===== config.mk =====
export PLATFORM = sky130hd
export DESIGN_NAME = consola_pantalla
export DESIGN_NICKNAME = d
export VERILOG_FILES = /design/src/rtl/consola_pantalla.sv
export SDC_FILE = /design/constraint.sdc
export NUM_CORES = 1
export LEC_CHECK = 0
export ABC_AREA = 1
export CAP_MARGIN = 20
export CELL_PAD_IN_SITES_DETAIL_PLACEMENT = 0
export CELL_PAD_IN_SITES_GLOBAL_PLACEMENT = 1
export CORE_MARGIN = 2
export CORE_UTILIZATION = 41
export DETAILED_ROUTE_END_ITERATION = 8
export PLACE_DENSITY_LB_ADDON = 0.2
export SLEW_MARGIN = 20
export SYNTH_ARGS = -nofsm -noshare
export SYNTH_HDL_FRONTEND = slang
export SYNTH_SLANG_ARGS = --single-unit
export TNS_END_PERCENT = 100

===== constraint.sdc =====
create_clock -name clk -period 2.7 [get_ports clk]
set_input_delay 0.405 -clock clk [delete_from_list [all_inputs] [get_ports clk]]
set_output_delay 0.405 -clock clk [all_outputs]
set_load 0.02 [all_outputs]

===== src/rtl/consola_pantalla.sv =====
// Text-console sequencer for the pantalla write port: cursor tracking, control codes, paced glyph writes.
// Optional build macro CONSOLA_CLR_LINE_EN blanks each row as the cursor enters it.
module consola_pantalla #(
  parameter int COLS      = 21,
  parameter int ROWS      = 8,
  parameter int CHAR_W    = 6,
  parameter int CHAR_H    = 8,
  parameter int WR_CYCLES = 16
) (
  input  logic       clk,
  input  logic       rst,
  input  logic [7:0] char_in,
  input  logic       char_valid,
  output logic       char_ready,
  output logic       busy,
  output logic       wr,
  output logic [6:0] posx,
  output logic [5:0] posy,
  output logic [6:0] caracter,
  output logic [4:0] cur_col,
  output logic [2:0] cur_row
);

  localparam logic [2:0] S_CLEAR  = 3'd0;
  localparam logic [2:0] S_IDLE   = 3'd1;
  localparam logic [2:0] S_DECODE = 3'd2;
  localparam logic [2:0] S_WRITE  = 3'd3;
  localparam logic [2:0] S_WAIT   = 3'd4;
  localparam int CNT_W = (WR_CYCLES > 1) ? $clog2(WR_CYCLES) : 1;
  localparam logic [4:0] LAST_COL = 5'(COLS - 1);
  localparam logic [2:0] LAST_ROW = 3'(ROWS - 1);
  localparam logic [6:0] SPACE    = 7'h20;

  logic [2:0]       state_reg;
  logic [7:0]       byte_reg;
  logic [4:0]       clr_col_reg;
  logic [2:0]       clr_row_reg;
  logic             clr_act_reg;
  logic             clr_full_reg;
  logic             adv_pend_reg;
  logic             line_pend_reg;
  logic [CNT_W-1:0] wait_cnt_reg;

  logic [4:0] adv_col_next;
  logic [2:0] adv_row_next;
  logic       adv_wrap_next;
  logic [2:0] lf_row_next;

  assign char_ready = (state_reg == S_IDLE);
  assign busy       = (state_reg != S_IDLE);
  assign wr         = (state_reg == S_WRITE);

  // Cursor position after a printed glyph and after a line feed.
  always_comb begin
    adv_col_next  = cur_col + 5'd1;
    adv_row_next  = cur_row;
    adv_wrap_next = 1'b0;
    lf_row_next   = (cur_row == LAST_ROW) ? 3'd0 : cur_row + 3'd1;
    if (cur_col == LAST_COL) begin
      adv_col_next  = 5'd0;
      adv_row_next  = lf_row_next;
      adv_wrap_next = 1'b1;
    end
  end

  always_ff @(posedge clk or posedge rst) begin
    if (rst) begin
      state_reg     <= S_CLEAR;
      byte_reg      <= 8'h00;
      posx          <= 7'd0;
      posy          <= 6'd0;
      caracter      <= SPACE;
      cur_col       <= 5'd0;
      cur_row       <= 3'd0;
      clr_col_reg   <= 5'd0;
      clr_row_reg   <= 3'd0;
      clr_act_reg   <= 1'b0;
      clr_full_reg  <= 1'b1;
      adv_pend_reg  <= 1'b0;
      line_pend_reg <= 1'b0;
      wait_cnt_reg  <= '0;
    end else begin
      case (state_reg)
        S_CLEAR: begin
          posx        <= 7'(clr_col_reg * CHAR_W);
          posy        <= 6'(clr_row_reg * CHAR_H);
          caracter    <= SPACE;
          clr_act_reg <= 1'b1;
          state_reg   <= S_WRITE;
        end
        S_IDLE: begin
          if (char_valid) begin
            byte_reg  <= char_in;
            state_reg <= S_DECODE;
          end
        end
        S_DECODE: begin
          state_reg    <= S_IDLE;
          clr_act_reg  <= 1'b0;
          adv_pend_reg <= 1'b0;
          if (byte_reg >= 8'h20 && byte_reg != 8'h7F) begin
            // Non-ASCII bytes show as '?'
            caracter     <= (byte_reg >= 8'h80) ? 7'h3F : byte_reg[6:0];
            posx         <= 7'(cur_col * CHAR_W);
            posy         <= 6'(cur_row * CHAR_H);
            adv_pend_reg <= 1'b1;
            state_reg    <= S_WRITE;
          end else begin
            case (byte_reg)
              8'h0A: begin
                cur_col <= 5'd0;
                cur_row <= lf_row_next;
`ifdef CONSOLA_CLR_LINE_EN
                clr_col_reg  <= 5'd0;
                clr_row_reg  <= lf_row_next;
                clr_full_reg <= 1'b0;
                state_reg    <= S_CLEAR;
`endif
              end
              8'h0D: cur_col <= 5'd0;
              8'h08: begin
                if (cur_col != 5'd0) begin
                  cur_col   <= cur_col - 5'd1;
                  posx      <= 7'((cur_col - 5'd1) * CHAR_W);
                  posy      <= 6'(cur_row * CHAR_H);
                  caracter  <= SPACE;
                  state_reg <= S_WRITE;
                end
              end
              8'h0C: begin
                cur_col      <= 5'd0;
                cur_row      <= 3'd0;
                clr_col_reg  <= 5'd0;
                clr_row_reg  <= 3'd0;
                clr_full_reg <= 1'b1;
                state_reg    <= S_CLEAR;
              end
              default: ;
            endcase
          end
        end
        S_WRITE: begin
          wait_cnt_reg <= CNT_W'(WR_CYCLES - 1);
          state_reg    <= S_WAIT;
          if (adv_pend_reg) begin
            adv_pend_reg <= 1'b0;
            cur_col      <= adv_col_next;
            cur_row      <= adv_row_next;
`ifdef CONSOLA_CLR_LINE_EN
            if (adv_wrap_next) begin
              line_pend_reg <= 1'b1;
              clr_col_reg   <= 5'd0;
              clr_row_reg   <= adv_row_next;
              clr_full_reg  <= 1'b0;
            end
`endif
          end
        end
        S_WAIT: begin
          if (wait_cnt_reg != '0) begin
            wait_cnt_reg <= wait_cnt_reg - 1'b1;
          end else if (clr_act_reg) begin
            // A line clear ends at the row's last cell, a full clear at the last row.
            if (clr_col_reg == LAST_COL && (!clr_full_reg || clr_row_reg == LAST_ROW)) begin
              clr_act_reg <= 1'b0;
              state_reg   <= S_IDLE;
              if (clr_full_reg) begin
                cur_col <= 5'd0;
                cur_row <= 3'd0;
              end
            end else begin
              if (clr_col_reg == LAST_COL) begin
                clr_col_reg <= 5'd0;
                clr_row_reg <= clr_row_reg + 3'd1;
              end else begin
                clr_col_reg <= clr_col_reg + 5'd1;
              end
              state_reg <= S_CLEAR;
            end
          end else if (line_pend_reg) begin
            line_pend_reg <= 1'b0;
            state_reg     <= S_CLEAR;
          end else begin
            state_reg <= S_IDLE;
          end
        end
        default: state_reg <= S_CLEAR;
      endcase
    end
  end

  logic unused_adv;
  assign unused_adv = adv_wrap_next;

endmodule


# After elaboration in Yosys (flattened, before gate mapping)
# Cells that the tools add are included.
[totals]
register_bits = 53
input_bits = 11
output_inout_bits = 31
[op_classes]
eq_ne = 30
n_reduce_logical = 21
magnitude_cmp = 2
muxes = 61
n_mul = 3
n_addsub = 7
[op_table]
columns = ["op", "n"]
rows = [
  ["$mux 5", 13],
  ["$mux 7", 7],
  ["$mux 3", 16],
  ["$eq 8x4->1 const B", 4],
  ["$mul 32x2->6 const B", 1],
  ["$pmux 7 s2", 2],
  ["$pmux 5 s2", 2],
  ["$mux 6", 3],
  ["$ne 2x2->1 const B", 8],
  ["$reduce_and 8->1", 2],
  ["$pmux 3 s5", 1],
  ["$pmux 5 s3", 1],
  ["$mul 5x2->6 const B", 2],
  ["$ne 3x3->1 const B", 4],
  ["$pmux 3 s2", 2],
  ["$pmux 6 s2", 1],
  ["$add 5x1->5 const B", 2],
  ["$eq 5x5->1 const B", 2],
  ["$eq 3x3->1 const B", 3],
  ["$pmux 3 s3", 1],
  ["$ge 8x6->1 const B", 1],
  ["$ge 8x8->1 const B", 1],
  ["$ne 8x7->1 const B", 1],
  ["$pmux 4 s2", 1],
  ["25 further kinds", 43],
]

# Longest topological paths before layout
[depth]
ltp_word = 6
mapped_depth = 15
ltp_nobuf = 15

# Least setup slack after synthesis
# No wires, ideal clock.
[synth_timing]
kind = "flip-flop to flip-flop"
startpoint = "reg cur_col[0]"
endpoint = "reg posx[5]"
setup_time_ns = 0.116
required_ns = 2.584
stages_incl_launch_ff = 16
setup_slack_ns = 0.379
arrival_time_ns = 2.204
period_less_slack_ns = 2.321
path_cell_list = "dfrtp_1 inv_1 ha_1 xnor2_1 inv_1 ha_1 nand2_1 inv_1 o21ai_0 nand2_1 nand2_1 nand3_1 nand3_1 nand2_1 nand2_1 nand2_1"
[synth_between]
elab_chain_len = 6
elab_cells_between_ends = 10
classes_between = "add/sub (1); mul (2); eq/ne (1); mux (4); reduce/logical (2)"
[synth_lines]
columns = ["item", "line", "rtl"]
rows = [
  ["from (decl)", "20", "output logic [4:0] cur_col,"],
  ["from (signal assigned)", "123", "cur_col <= cur_col - 5'd1;"],
  ["from (signal assigned)", "147", "cur_col <= adv_col_next;"],
  ["$sub 5x1->6", "124", "posx <= 7'((cur_col - 5'd1) * CHAR_W);"],
  ["$mul 32x2->6", "124", ""],
  ["$mux 7", "122", "if (cur_col != 5'd0) begin"],
  ["$mux 7", "109", "case (byte_reg)"],
  ["$mux 7", "101", "if (byte_reg >= 8'h20 && byte_reg != 8'h7F) begin"],
  ["$pmux 7 s2", "83", "case (state_reg)"],
  ["to (signal assigned)", "85", "posx <= 7'(clr_col_reg * CHAR_W);"],
  ["to (signal assigned)", "104", "posx <= 7'(cur_col * CHAR_W);"],
  ["to (signal assigned)", "124", ""],
  ["to (decl)", "17", "output logic [6:0] posx,"],
]
# Several ways; a longest one is shown, not always the timed one. The select of a mux whose other input is x is not followed.
# A chain may end at the register's enable or synchronous reset.

# Worst setup path in the final report
# Ends and elaborated chain as after synthesis.

==> key figures <==
Die
  • I/O pin total: 42
  • Core Region: between 7000 and 8000 sq um
  • Chip Width: around 94 um
  • FP Rows: 32
  • Chip height: between 90 and 100 um
  • Die Area: just under 9000 sq um
  • Initial Utilization: 0.427

Critical path
  • CP endpoint kind: register
  • Crit path cell chain: inv_1, ha_1, xnor2_2, inv_1, ha_1, nand2_1, inv_1, o21ai_0, nand2_1, nand2_1, nand3_1, nand3_1, nand2_1, nand2_1, nand2_1
  • Worst path slowest cell: dfrtp_1
  • CP max FO: 8
  • CP required: about 2.9 ns
  • Most used cell, CP: nand2_1
  • Largest stage delay, worst path: ~0.50 ns
  • Worst Path Arrival: around 2.6 ns
  • Critical path startpoint category: register
  • Kind of critical path: register to register

Detailed routing
  • Vias/cell: a little under 5
  • Routed wire length: between 7000 and 8000 um
  • Initial DRC Count: 111
  • Vias after detailed routing: approximately 2,800
  • DRT Pass-1 Iters: 4
  • DR WL/cell: between 10 and 15 um
  • Remaining DRCs: 0
  • DRT antenna net count: 0

Layout
  • NumNets Final: slightly above 500
  • Antenna cells: 0
  • FF/Latch Area: between 1000 and 1500 sq um
  • Max reg flops: 8
  • Area of the multi-input gates: approximately 1800 sq um
  • Final core utilization: 0.503
  • Ratio of cells with drive above 1 in the final layout: 0.106
  • Fillers: slightly below 800
  • Synth-to-Final Area Change: 17.8%

Pwr
  • Power share of the clock group: 0.106
  • Power Density: about 1300 nW/um^2
  • Worst vdd ir: 0.668 mV
  • P_leak: just under 2 nW
  • Switching Share: 0.496
  • Overall power: 0.00499 W
  • Pint: 0.00252 W
  • Reg power frac: 0.258
  • Switching pwr: 0.00247 W
  • Comb pwr share: 0.636

Timing
  • Max transition margin: 0.611
  • Fin crit period: 2.39 ns
  • RSZ-0062 raised after global routing: false
  • Slew Limit Fails: 0
  • Worst slew pin tran: between 0.5 and 0.6 ns
  • Period utilization: 0.885
  • Final WS setup: 0.310 ns
  • Hold Violations, Final: 0
  • Fmax: 0.418 GHz
  • Setup TNS: 0 ns
  • Setup-failing EPs final: 0
  • Fin Clk Skew: roughly 0.004 ns

Place
  • Routability cong.: roughly 0.87
  • Port bufs: 37
  • Dpl ws: 0.246 ns
  • Post-DP HPWL: ~6000 um

Logic synthesis
  • Post-synth cell types: 43
  • Area leader, netlist: dfrtp_1
  • Count leader, synth: nand2_1
  • Number of enable flip-flop cells after synthesis: 0
  • Largest cells by area after synthesis: dfrtp_1, nand2_1, ha_1
  • Post-Syn Instances: roughly 430
  • Post-synthesis area per instance: ~7.8 sq um
  • FF+latch count, synth: 49
  • Predominant post-synthesis flop cell: dfrtp_1
  • Synth warn: 0
  • FFs w/ async S/R, synth: 1.00
  • Top cell type's share of synthesized area: 0.360
  • Synth cell count leaders: nand2_1, dfrtp_1, inv_1, nor2_1, nand3_1
  • Sequential fraction of the synthesis area: 0.368
  • Post-Synthesis Cell Area: between 3000 and 4000 sq um

CTS
  • H-tree depth: 2
  • TritonCTS Buffers: 5
  • Root buffer cell: clkbuf_8
  • CTS clk-pin slew, worst paths: around 0.090 ns
  • Setup bufs post-CTS: 0
  • Clock tree sinks: a little under 50
  • Clk_lat worst skew: 0.30 ns
  • CTS Buffer Depth: 2
  • TritonCTS clock tree: built

Global routing
  • Largest net degree at the start of global routing: 29
  • GRT overflow: 0
  • Total GRT Usage: 0.194
  • Vias in the first global route: 2,853
  • First-pass GRT wire length: between 10,000 and 15,000 um
  • Initial antenna violation count: 0

Run status
  • Status: finished, final reports clean

Flow run
  • Max-cap violations: 0

Worst hold path
  • Worst Hold Class: primary input to async pin
cell usage in the layout (no fill, tap or decap), types with 2 or more instances in the layout:
cell	count
nand4_1	2
clkbuf_8	5
xor2_1	3
nor2_1	35
mux2_2	2
conb_1	4
fa_1	3
dfrtp_1	48
nor2_2	2
o22ai_1	3
nor2_4	3
nand2_4	2
nand3_1	31
o211ai_1	4
nand2_1	104
a31oi_1	2
buf_4	3
nor3_1	11
o21ai_0	21
inv_4	2
inv_2	5
nand2_2	6
o21ai_1	12
nor3_2	3
a21oi_1	21
or2_2	5
clkdlybuf4s50_1	37
inv_1	46
nand3_2	2
ha_1	26
worst paths after layout:
kind                             start             end  slack (ns)  depth (start not counted)
max                         cur_col[0]         posx[5]        0.31                         15
min                                rst  clr_row_reg[2]        0.44                          2
max reg2reg                 cur_col[0]         posx[5]        0.31                         15
min reg2reg                caracter[2]     caracter[2]        0.47                          2
max in group asynchronous          rst     caracter[5]        1.66                          3
min in group clk           caracter[2]     caracter[2]        0.47                          2
area by class of cell:
| type | instances | area share |
|---|---|---|
| Clock inverter | 2 | 0.00893 |
| Multi-Input combinational cell | 319 | 0.469 |
| Tap cell | 102 | 0.0325 |
| Sequential cell | 49 | 0.313 |
| Inverter | 54 | 0.0529 |
| Timing Repair Buffer | 41 | 0.105 |
| Clock buffer | 6 | 0.0185 |
through the flow:
stage,cells,hold WS (ns),instance area [sq um]
6_report,573,0.445,3930
5_1_grt,573,0.484,3930
4_1_cts,573,0.464,3920
3_5_place_dp,565,0.461,3810
3_3_place_gp,565,0.456,3810
2_1_floorplan,431,0.451,3340
critical path, delay by kind of cell (launching register included):
family          cells  cell delay, ns
compound gates      1            0.20
xor+xnor            1            0.23
fa+ha+maj           2            0.56
buf+inv             3            0.29
flops               1            0.50
simple gates        8            0.51
what timing repair did:
| action | 4_1_cts | 5_1_grt |
|---|---|---|
| resized for setup | 0 | 1 |
| setup endpoints to repair | 0 | 2 |
| hold buffers | 0 | 0 |
| hold endpoints to repair | 0 | 0 |
power groups by stage:
stage	sequential [W]	combinational (W)	clock, W
2_1_floorplan	0.00144	0.00211	0
3_3_place_gp	0.00129	0.00312	0
3_5_place_dp	0.00130	0.00315	0
4_1_cts	0.00129	0.00317	0.000546
5_1_grt	0.00133	0.00361	0.000578
6_report	0.00129	0.00317	0.000528
routing by layer:
metal / wire (um) / up-vias / global-route usage
met5: 0 / - / 0
met4: 61 / 0 / 0.0386
met3: 226 / 5 / 0.0281
met2: 3390 / 52 / 0.319
met1: 4100 / 1308 / 0.274
li1: - / 1473 / -
logic make-up (layout without fill, tap and decap cells):
group / count (synthesis) / after routing / synth area share
compound gates: 68 / 68 / 0.115
xor+xnor: 5 / 5 / 0.0131
fa+ha+maj: 29 / 29 / 0.116
buf+inv: 63 / 103 / 0.0845
flops: 49 / 49 / 0.368
mux: 2 / 2 / 0.00676
other cells: 1 / 4 / 0.00113
simple gates: 211 / 211 / 0.295
Note: power is estimated with default switching activity, not from simulation.
